`src/rtl/uart_rx_pkg.sv`:
```
// Shared types and constants for the UART RX frame path.
//   rx_chk_state_e : frame-position FSM states of the RX frame checker
//   PAR_EVEN/ODD   : encoding of the par_typ input
//   *_ok functions : legal-range checks used for elaboration-time assertions
package uart_rx_pkg;

  typedef enum logic [2:0] {
    IDLE,
    START,
    DATA,
    PARITY,
    STOP
  } rx_chk_state_e;

  localparam logic PAR_EVEN = 1'b0;
  localparam logic PAR_ODD  = 1'b1;

  localparam int DATA_WIDTH_MIN = 5;
  localparam int DATA_WIDTH_MAX = 9;
  localparam int STOP_BITS_MIN  = 1;
  localparam int STOP_BITS_MAX  = 2;

  function automatic bit data_width_ok(input int dw);
    return (dw >= DATA_WIDTH_MIN) && (dw <= DATA_WIDTH_MAX);
  endfunction

  function automatic bit stop_bits_ok(input int sb);
    return (sb >= STOP_BITS_MIN) && (sb <= STOP_BITS_MAX);
  endfunction

endpackage

```
`src/rtl/frame_parity_acc.sv`:
```
// Clear/enable XOR accumulator with parity-type selection.
//   clk, rst  : clock, synchronous active-high reset
//   clr       : zero the accumulator (wins over en)
//   en, din   : XOR din into the accumulator when en is high
//   par_typ   : PAR_EVEN / PAR_ODD
//   expected  : parity bit that makes the frame match par_typ
module frame_parity_acc
  import uart_rx_pkg::*;
(
  input  logic clk,
  input  logic rst,
  input  logic clr,
  input  logic en,
  input  logic din,
  input  logic par_typ,
  output logic expected
);

  logic acc;

  always_ff @(posedge clk) begin
    if (rst || clr) acc <= 1'b0;
    else if (en)    acc <= acc ^ din;
  end

  // Even parity: bit equals XOR of data. Odd parity: its complement.
  assign expected = acc ^ (par_typ == PAR_ODD);

endmodule

```
`src/rtl/uart_rx_frame_check.sv`:
```
// UART RX frame checker: tracks start/data/parity/stop position from one
// sampled bit per bit period, assembles the data word and flags errors.
//   clk, rst       : clock, synchronous active-high reset
//   frame_start    : falling edge seen, frame begins (ignored while busy)
//   bit_valid      : sampled_bit holds the value for the current bit period
//   sampled_bit    : serial bit
//   par_en/par_typ : parity present / odd(1) or even(0); latched at frame start
//   busy           : frame in progress
//   rx_data        : last error-free data word (first received bit in bit 0)
//   data_valid     : pulse, rx_data updated
//   strt_glitch    : pulse, start bit sampled high
//   par_err        : pulse at end of frame, parity mismatch
//   stop_err       : pulse at end of frame, a stop bit sampled low
module uart_rx_frame_check
  import uart_rx_pkg::*;
#(
  parameter int DATA_WIDTH = 8,
  parameter int STOP_BITS  = 1
) (
  input  logic                  clk,
  input  logic                  rst,
  input  logic                  frame_start,
  input  logic                  bit_valid,
  input  logic                  sampled_bit,
  input  logic                  par_en,
  input  logic                  par_typ,
  output logic                  busy,
  output logic [DATA_WIDTH-1:0] rx_data,
  output logic                  data_valid,
  output logic                  strt_glitch,
  output logic                  par_err,
  output logic                  stop_err
);

  if (!data_width_ok(DATA_WIDTH)) begin : g_bad_dw
    $error("uart_rx_frame_check: DATA_WIDTH must be 5..9");
  end
  if (!stop_bits_ok(STOP_BITS)) begin : g_bad_sb
    $error("uart_rx_frame_check: STOP_BITS must be 1..2");
  end

  localparam int CW = $clog2(DATA_WIDTH + 1);
  localparam logic [CW-1:0] LAST_DATA = CW'(DATA_WIDTH - 1);
  localparam logic [CW-1:0] LAST_STOP = CW'(STOP_BITS - 1);

  rx_chk_state_e         state_q, state_d;
  logic [CW-1:0]         cnt_q;
  logic [DATA_WIDTH-1:0] shreg_q;
  logic                  par_en_q, par_typ_q;
  logic                  par_bad_q, stop_bad_q;
  logic                  par_expected;

  logic latch_cfg, cnt_clr, cnt_inc, acc_clr, acc_en, shift_en;
  logic set_par_bad, set_stop_bad, glitch_d, end_frame;
  logic stop_bad_final;

  frame_parity_acc u_par (
    .clk      (clk),
    .rst      (rst),
    .clr      (acc_clr),
    .en       (acc_en),
    .din      (sampled_bit),
    .par_typ  (par_typ_q),
    .expected (par_expected)
  );

  always_comb begin
    state_d      = state_q;
    latch_cfg    = 1'b0;
    cnt_clr      = 1'b0;
    cnt_inc      = 1'b0;
    acc_clr      = 1'b0;
    acc_en       = 1'b0;
    shift_en     = 1'b0;
    set_par_bad  = 1'b0;
    set_stop_bad = 1'b0;
    glitch_d     = 1'b0;
    end_frame    = 1'b0;
    case (state_q)
      IDLE: if (frame_start) begin
        state_d   = START;
        latch_cfg = 1'b1;
      end
      START: if (bit_valid) begin
        if (sampled_bit) begin
          glitch_d = 1'b1;
          state_d  = IDLE;
        end else begin
          state_d = DATA;
          cnt_clr = 1'b1;
          acc_clr = 1'b1;
        end
      end
      DATA: if (bit_valid) begin
        shift_en = 1'b1;
        acc_en   = 1'b1;
        if (cnt_q == LAST_DATA) begin
          // counter is reused to count stop bits
          cnt_clr = 1'b1;
          state_d = par_en_q ? PARITY : STOP;
        end else begin
          cnt_inc = 1'b1;
        end
      end
      PARITY: if (bit_valid) begin
        set_par_bad = (sampled_bit != par_expected);
        state_d     = STOP;
      end
      STOP: if (bit_valid) begin
        set_stop_bad = ~sampled_bit;
        if (cnt_q == LAST_STOP) begin
          end_frame = 1'b1;
          cnt_clr   = 1'b1;
          state_d   = IDLE;
        end else begin
          cnt_inc = 1'b1;
        end
      end
      default: state_d = IDLE;
    endcase
  end

  // the final stop bit must count toward this frame's verdict
  assign stop_bad_final = stop_bad_q | set_stop_bad;

  always_ff @(posedge clk) begin
    if (rst) begin
      state_q     <= IDLE;
      cnt_q       <= '0;
      shreg_q     <= '0;
      par_en_q    <= 1'b0;
      par_typ_q   <= PAR_EVEN;
      par_bad_q   <= 1'b0;
      stop_bad_q  <= 1'b0;
      busy        <= 1'b0;
      rx_data     <= '0;
      data_valid  <= 1'b0;
      strt_glitch <= 1'b0;
      par_err     <= 1'b0;
      stop_err    <= 1'b0;
    end else begin
      state_q <= state_d;
      busy    <= (state_d != IDLE);

      if (cnt_clr)      cnt_q <= '0;
      else if (cnt_inc) cnt_q <= cnt_q + 1'b1;

      if (shift_en) shreg_q <= {sampled_bit, shreg_q[DATA_WIDTH-1:1]};

      if (latch_cfg) begin
        par_en_q   <= par_en;
        par_typ_q  <= par_typ;
        par_bad_q  <= 1'b0;
        stop_bad_q <= 1'b0;
      end else begin
        if (set_par_bad)  par_bad_q  <= 1'b1;
        if (set_stop_bad) stop_bad_q <= 1'b1;
      end

      strt_glitch <= glitch_d;
      par_err     <= end_frame & par_bad_q;
      stop_err    <= end_frame & stop_bad_final;
      data_valid  <= end_frame & ~par_bad_q & ~stop_bad_final;
      if (end_frame && !par_bad_q && !stop_bad_final) rx_data <= shreg_q;
    end
  end

endmodule

```
`config.mk`:
```
export PLATFORM = sky130hd
export DESIGN_NAME = uart_rx_frame_check
export DESIGN_NICKNAME = d
export VERILOG_FILES = /design/src/rtl/uart_rx_pkg.sv /design/src/rtl/frame_parity_acc.sv /design/src/rtl/uart_rx_frame_check.sv
export SDC_FILE = /design/constraint.sdc
export NUM_CORES = 1
export LEC_CHECK = 0
export BUFFER_PORTS_ARGS = -buffer_cell sky130_fd_sc_hd__buf_2
export CORE_MARGIN = 2
export CORE_UTILIZATION = 55
export CTS_CLUSTER_SIZE = 20
export DETAILED_ROUTE_END_ITERATION = 10
export GPL_TIMING_DRIVEN = 0
export PLACE_DENSITY = 0.86
export SLEW_MARGIN = 0
export SYNTH_ARGS = -nofsm -noshare
export SYNTH_HDL_FRONTEND = slang
export SYNTH_SLANG_ARGS = --single-unit
```
`constraint.sdc`:
```
create_clock -name clk -period 2.1 [get_ports clk]
set_input_delay 0.525 -clock clk [delete_from_list [all_inputs] [get_ports clk]]
set_output_delay 0.525 -clock clk [all_outputs]
set_load 0.01 [all_outputs]
```
; Word-level counts from Yosys, hierarchy flattened
; Index checks and enable logic that the tools add are counted.
; W data, S select, Z words.
[totals]
register_bits = 33
inputBits = 7
out_inout_bits = 13
word_cells = 77
[classes]
n_addsub = 1
eq_ne = 6
muxes = 33
n_bitwise = 12
n_reduce_logical = 11
[op_table]
columns = cell, count
row1 = $mux W3, 8
row2 = $mux W1, 21
row3 = $pmux W3 S5, 1
row4 = $eq A3 B2 Y1 const B, 2
row5 = $not A1 Y1, 5
row6 = $add A4 B1 Y4 const B, 1
row7 = $and A1 B1 Y1, 4
row8 = $eq A4 B3 Y1 const B, 1
row9 = $logic_not A4 Y1, 1
row10 = $reduce_or A2 Y1, 2
row11 = $eq A3 B1 Y1 const B, 1
row12 = $eq A3 B3 Y1 const B, 1
row13 = $logic_not A3 Y1, 1
row14 = $pmux W1 S3, 1
row15 = $reduce_bool A3 Y1, 1
row16 = $reduce_or A3 Y1, 1
row17 = $logic_and A1 B1 Y1, 2
row18 = $logic_not A1 Y1, 2
row19 = $mux W2, 1
row20 = $pmux W1 S2, 1
row21 = $xor A1 B1 Y1, 2
row22 = $logic_or A1 B1 Y1, 1
row23 = $ne A1 B1 Y1, 1
row24 = $or A1 B1 Y1, 1

; Logic depth before layout (Yosys ltp)
[logic_depth]
depth_word = 6
ltp_mapped = 7
mapped_depth_nobuf = 6

; By module
; From an unflattened synthesis, not the netlist that was laid out.
[unflattened]
hier_cells = 155
hier_area_um2 = 1398.8
[by_module_without_submodules]
columns = mod, n_inst, cells_per_inst, area_per_inst_um2, seq_area_each_um2
row1 = uart_rx_frame_check, 1, 150, 1340.0, 640.6
row2 = frame_parity_acc, 1, 5, 58.8, 20.0

; Least setup slack after synthesis
; Ideal clock, no wire load.
[synth_timing]
kind = register -> register
startpoint = register cnt_q[0]
endpoint = register cnt_q[1]
setup_time_ps = 114
arrival_time_ps = 1412
required_ps = 1986
slack_ps = 573
path_stages_with_launch = 7
path_buffers = 0
synth_period_minus_slack_ps = 1527
path_cell_list = dfxtp_1 > inv_1 > ha_1 > or3b_2 > a22oi_4 > mux2i_1 > nor2_1
[synth_between]
elab_chain_cells = 5
elab_cells_between_ends = 14
classes_between = add/sub: 1 / eq/ne: 1 / mux: 10 / reduce/logical: 2
[synth_rtl]
columns = item, line
row1 = "start, declared", uart_rx_frame_check.sv:47  ; logic [CW-1:0] cnt_q;
row2 = "start signal, assigned", uart_rx_frame_check.sv:146  ; else if (cnt_inc) cnt_q <= cnt_q + 1'b1;
row3 = $eq A4 B3 Y1 / $logic_not A4 Y1 (equally long branches), "uart_rx_frame_check.sv:97, uart_rx_frame_check.sv:111"
row4 = "$mux W1, on equally long branches", "uart_rx_frame_check.sv:97, uart_rx_frame_check.sv:111"
row5 = "$mux W1, on equally long branches", "uart_rx_frame_check.sv:94, uart_rx_frame_check.sv:109"
row6 = $pmux W1 S3, uart_rx_frame_check.sv:79  ; case (state_q)
row7 = $reduce_or A2 Y1 (no source line), --
; Parallel ways exist; a longest one is shown, timed or not.
; A chain may end at the register's enable or synchronous reset.

; Worst setup path in the final report
[layout_timing]
startpoint = register cnt_q[0]
endpoint = register rx_data[4]
[layout_between]
elab_chain_cells = 6
[layout_rtl]
columns = item, line
row1 = $logic_not A4 Y1, uart_rx_frame_check.sv:111  ; if (cnt_q == LAST_STOP) begin
row2 = $mux W1, uart_rx_frame_check.sv:111
row3 = $mux W1, uart_rx_frame_check.sv:109  ; STOP: if (bit_valid) begin
row4 = $mux W1, uart_rx_frame_check.sv:79
row5 = $logic_and A1 B1 Y1 (2 in series), uart_rx_frame_check.sv:164  ; if (end_frame && !par_bad_q && !stop_bad_final) rx_data <= shreg_q;
row6 = "end signal, assigned", uart_rx_frame_check.sv:164
row7 = "end, declared", uart_rx_frame_check.sv:28  ; output logic [DATA_WIDTH-1:0] rx_data,
; No other way between the ends.

==> metrics <==
status=finished clean; TNS Setup=0 ns; setup violators final=0; post-synthesis sequential area ratio=a little under half; post-synth net total=160; Worst-path clk slew=roughly 0.10 ns; arrival time of the worst setup path=a little under 2 ns; total track usage=21.6%; Pleak=approximately 0.72 nW; Yosys warnings=0; Clk Latency, worst-skew pair=0.34 ns; Seq cells post-synth=33; WP data required=around 2.3 ns; R2R cell count=7; Hold Path Depth=3; clk root buf=clkbuf_4; Yosys cell types=35; Endpoint, Worst Hold=par_en_q$_SDFFE_PP0P_; initial antenna violation count=0; top layer in use=met4; Critical Path End Type=flip-flop; DPL Wire Length=1930 µm; WS Path Type=flip-flop to flip-flop; first-pass GRT wire length=about 4500 µm; CTS H-tree lvls=2; Layout Nets=between 150 and 200; DR WL met3=143 µm; Iter 0 DRT Violations=17; WL final=2660 µm; via count=1116; GPL Wtd Cong=between 0.8 and 0.9; Placeable Area=0.00245 mm²; post-CTS repair timing setup buffer count=0; xor and xnor area share after synthesis=approximately 2.5%; crit-path max FO=9; Compound-Gate Fraction of Synth Area=about a tenth; I/O Buffers=18; Pwr Density=676 mW/mm²; Post-CTS Resized=0; Placed Area=roughly 0.0015 mm²; Synth Instances=151; clock tree buffer depth=2; Die Y=approximately 55 µm; Hold Buf Count CTS=0; VDD IR max=~490 µV; # DRC=0; DIE AREA=between 0.002 and 0.003 mm²; CTS tree=yes; Final Hold Viols=0; number of antenna diodes=0; worst reg2reg endpoint=rx_data[4]$_SDFFE_PP0P_; DR WL met2=about 1300 µm; crit path launch=cnt_q[0]$_SDFFE_PP0P_; Starting Density=around 57%; peak per-stage delay on the critical path=0.38 ns; largest net degree at the start of global routing=11; vias in the first global route=1075; post-route design area=roughly 0.0016 mm²; Max Cap Viol=0; clock period minus worst slack=1.72 ns; layout cells sized above 1=~23%; top achievable clock speed=around 0.58 GHz; Synth Area in Simple Gates=between 20% and 30%; First-pass DRT Iterations=4; clock sink count=33; combinational family with the most area after synthesis=simple AND/OR/NAND/NOR gates; multiplexer share of the synthesized area=slightly below 8%; RSZ-0062 raised after global routing=no; Cell Rows=18; area grow syn2layout=12.7%; vias per inst=between 5 and 6; Worst R2R Setup Slack=around 0.38 ns; post-DR wirelength/cell=approximately 13 µm; Hold Startpoint=par_en; clock skew=0.00854 ns; post-synthesis adder-cell area fraction=under 10%; TritonCTS Buffers=5; Final Cycle Share=82.0%; Reg2Reg Launch Point=cnt_q[0]$_SDFFE_PP0P_; Synth Flop Type=dfxtp_1; I/O pins=20; Synth Cell Area=about 0.0014 mm²; total grt overflow=0; max-slew violations=0; ANT nets after route=0; Min-Delay Path Class=input port to flip-flop; max_slew headroom=roughly 52%; met1 wire length=1180 µm; Mapped Avg Cell Area=around 9.3 µm²; Cell Chain, Critical Path=inv_1 > ha_1 > nor3b_1 > nand4b_1 > buf_2 > mux2i_1 > nor2_1; Worst-Margin Slew=around 0.72 ns; startpoint types=flip-flop; fraction of registers with async set or reset after synthesis=0%; die width=between 50 and 60 µm; Post-synth EDFFs=0; Worst path slowest cell=nor3b_1
kinds of logic after synthesis:
group | Yosys count
adder cells (fa/ha/maj) | 2
buffers and inverters | 13
AO/OA/AOI/OAI | 22
XOR/XNOR | 4
flip-flops | 33
multiplexers | 11
AND/OR/NAND/NOR | 66
critical path, delay by kind of cell (launching register included):
kind	cells	cell delay [ns]
adders and majority gates	1	0.16
buffers and inverters	2	0.33
DFF	1	0.34
muxes	1	0.19
and+or+nand+nor	3	0.60
synth_stat cells (all sizes together), types with 2 or more instances:
cell type / instances / area, µm²
a21oi: 14 / 70.1
a31oi: 2 / 12.5
and4bb: 2 / 28.8
buf: 6 / 51.3
clkbuf: 3 / 11.3
dfxtp: 33 / 661
ha: 2 / 25.0
inv: 4 / 15.0
mux2i: 11 / 110
nand2: 20 / 77.6
nand2b: 2 / 12.5
nand4bb: 2 / 22.5
nor2: 18 / 67.6
nor2b: 2 / 12.5
nor3: 5 / 25.0
nor3b: 3 / 22.5
o21ai: 4 / 20.0
or3: 3 / 18.8
xnor2: 3 / 26.3
per-layer routing:
metal / vias to the layer above / track usage [%]
met2: 31 / 37.1
met4: 0 / 10.0
met3: 6 / 5.74
met1: 517 / 24.6
met5: - / 0
li1: 562 / -
metrics by stage:
step / hold WS [ns] / setup slack (ns) / instances / power [mW] / util (%)
floorplan: 0.436 / 0.573 / 151 / 0.721 / -
finish: 0.419 / 0.378 / 207 / 1.07 / 64.7
global route: 0.420 / 0.159 / 207 / 1.12 / 64.7
global placement: 0.447 / 0.377 / 199 / 0.741 / 62.6
detailed placement: 0.448 / 0.342 / 199 / 0.745 / 62.6
CTS: 0.421 / 0.365 / 207 / 1.07 / 64.7
registers in the layout, indices dropped and copies added, names as in the netlist, 3 cells and up:
register and count:
rx_data 8, cnt_q 4, shreg_q 8, state_q 3
layout by cell type, fill, tap and decap left out, types with 2 or more instances in the layout:
master	Yosys	final
nand4bb_1	2	2
o21ai_0	4	4
a31oi_1	2	2
inv_1	4	4
clkinv_2	0	2
mux2i_1	11	11
nor3b_1	3	3
ha_1	2	2
nand2b_1	2	2
buf_6	3	3
clkbuf_4	0	5
or3_1	3	3
nor2b_1	2	2
nor2_1	18	18
nand2_1	19	19
dfxtp_1	33	33
buf_2	2	20
a21oi_1	14	14
xnor2_1	3	3
nor3_1	5	5
clkbuf_1	3	4
layout make-up:
| type | count | area [µm²] |
|---|---|---|
| Buffer | 9 | 62.6 |
| Multi-Input combinational cell | 105 | 672 |
| Timing Repair Buffer | 18 | 90.1 |
| Fill cell | 206 | 866 |
| Inverter | 4 | 15.0 |
| Clock inverter | 2 | 10.0 |
| Clock buffer | 6 | 41.3 |
| Tap cell | 30 | 37.5 |
| Sequential cell | 33 | 661 |
power by group:
group          leakage, nW  total [mW]  internal (mW)  switching (mW)
clock network       0.0320       0.344          0.127           0.216
registers            0.267       0.641          0.635         0.00589
logic                0.420      0.0899         0.0402          0.0497
total                0.719        1.07          0.803           0.272
worst max-delay path by stage:
stage / depth (start not counted) / endpoint / slack (ns)
6_report: 7 / rx_data[4]$_SDFFE_PP0P_ / 0.38
5_1_grt: 7 / rx_data[1]$_SDFFE_PP0P_ / 0.16
4_1_cts: 7 / rx_data[4]$_SDFFE_PP0P_ / 0.37
3_5_place_dp: 6 / cnt_q[2]$_SDFFE_PP0P_ / 0.34
3_3_place_gp: 6 / cnt_q[3]$_SDFFE_PP0P_ / 0.38
2_1_floorplan: 6 / cnt_q[1]$_SDFFE_PP0P_ / 0.57
Power figures use the tool's default switching activity.
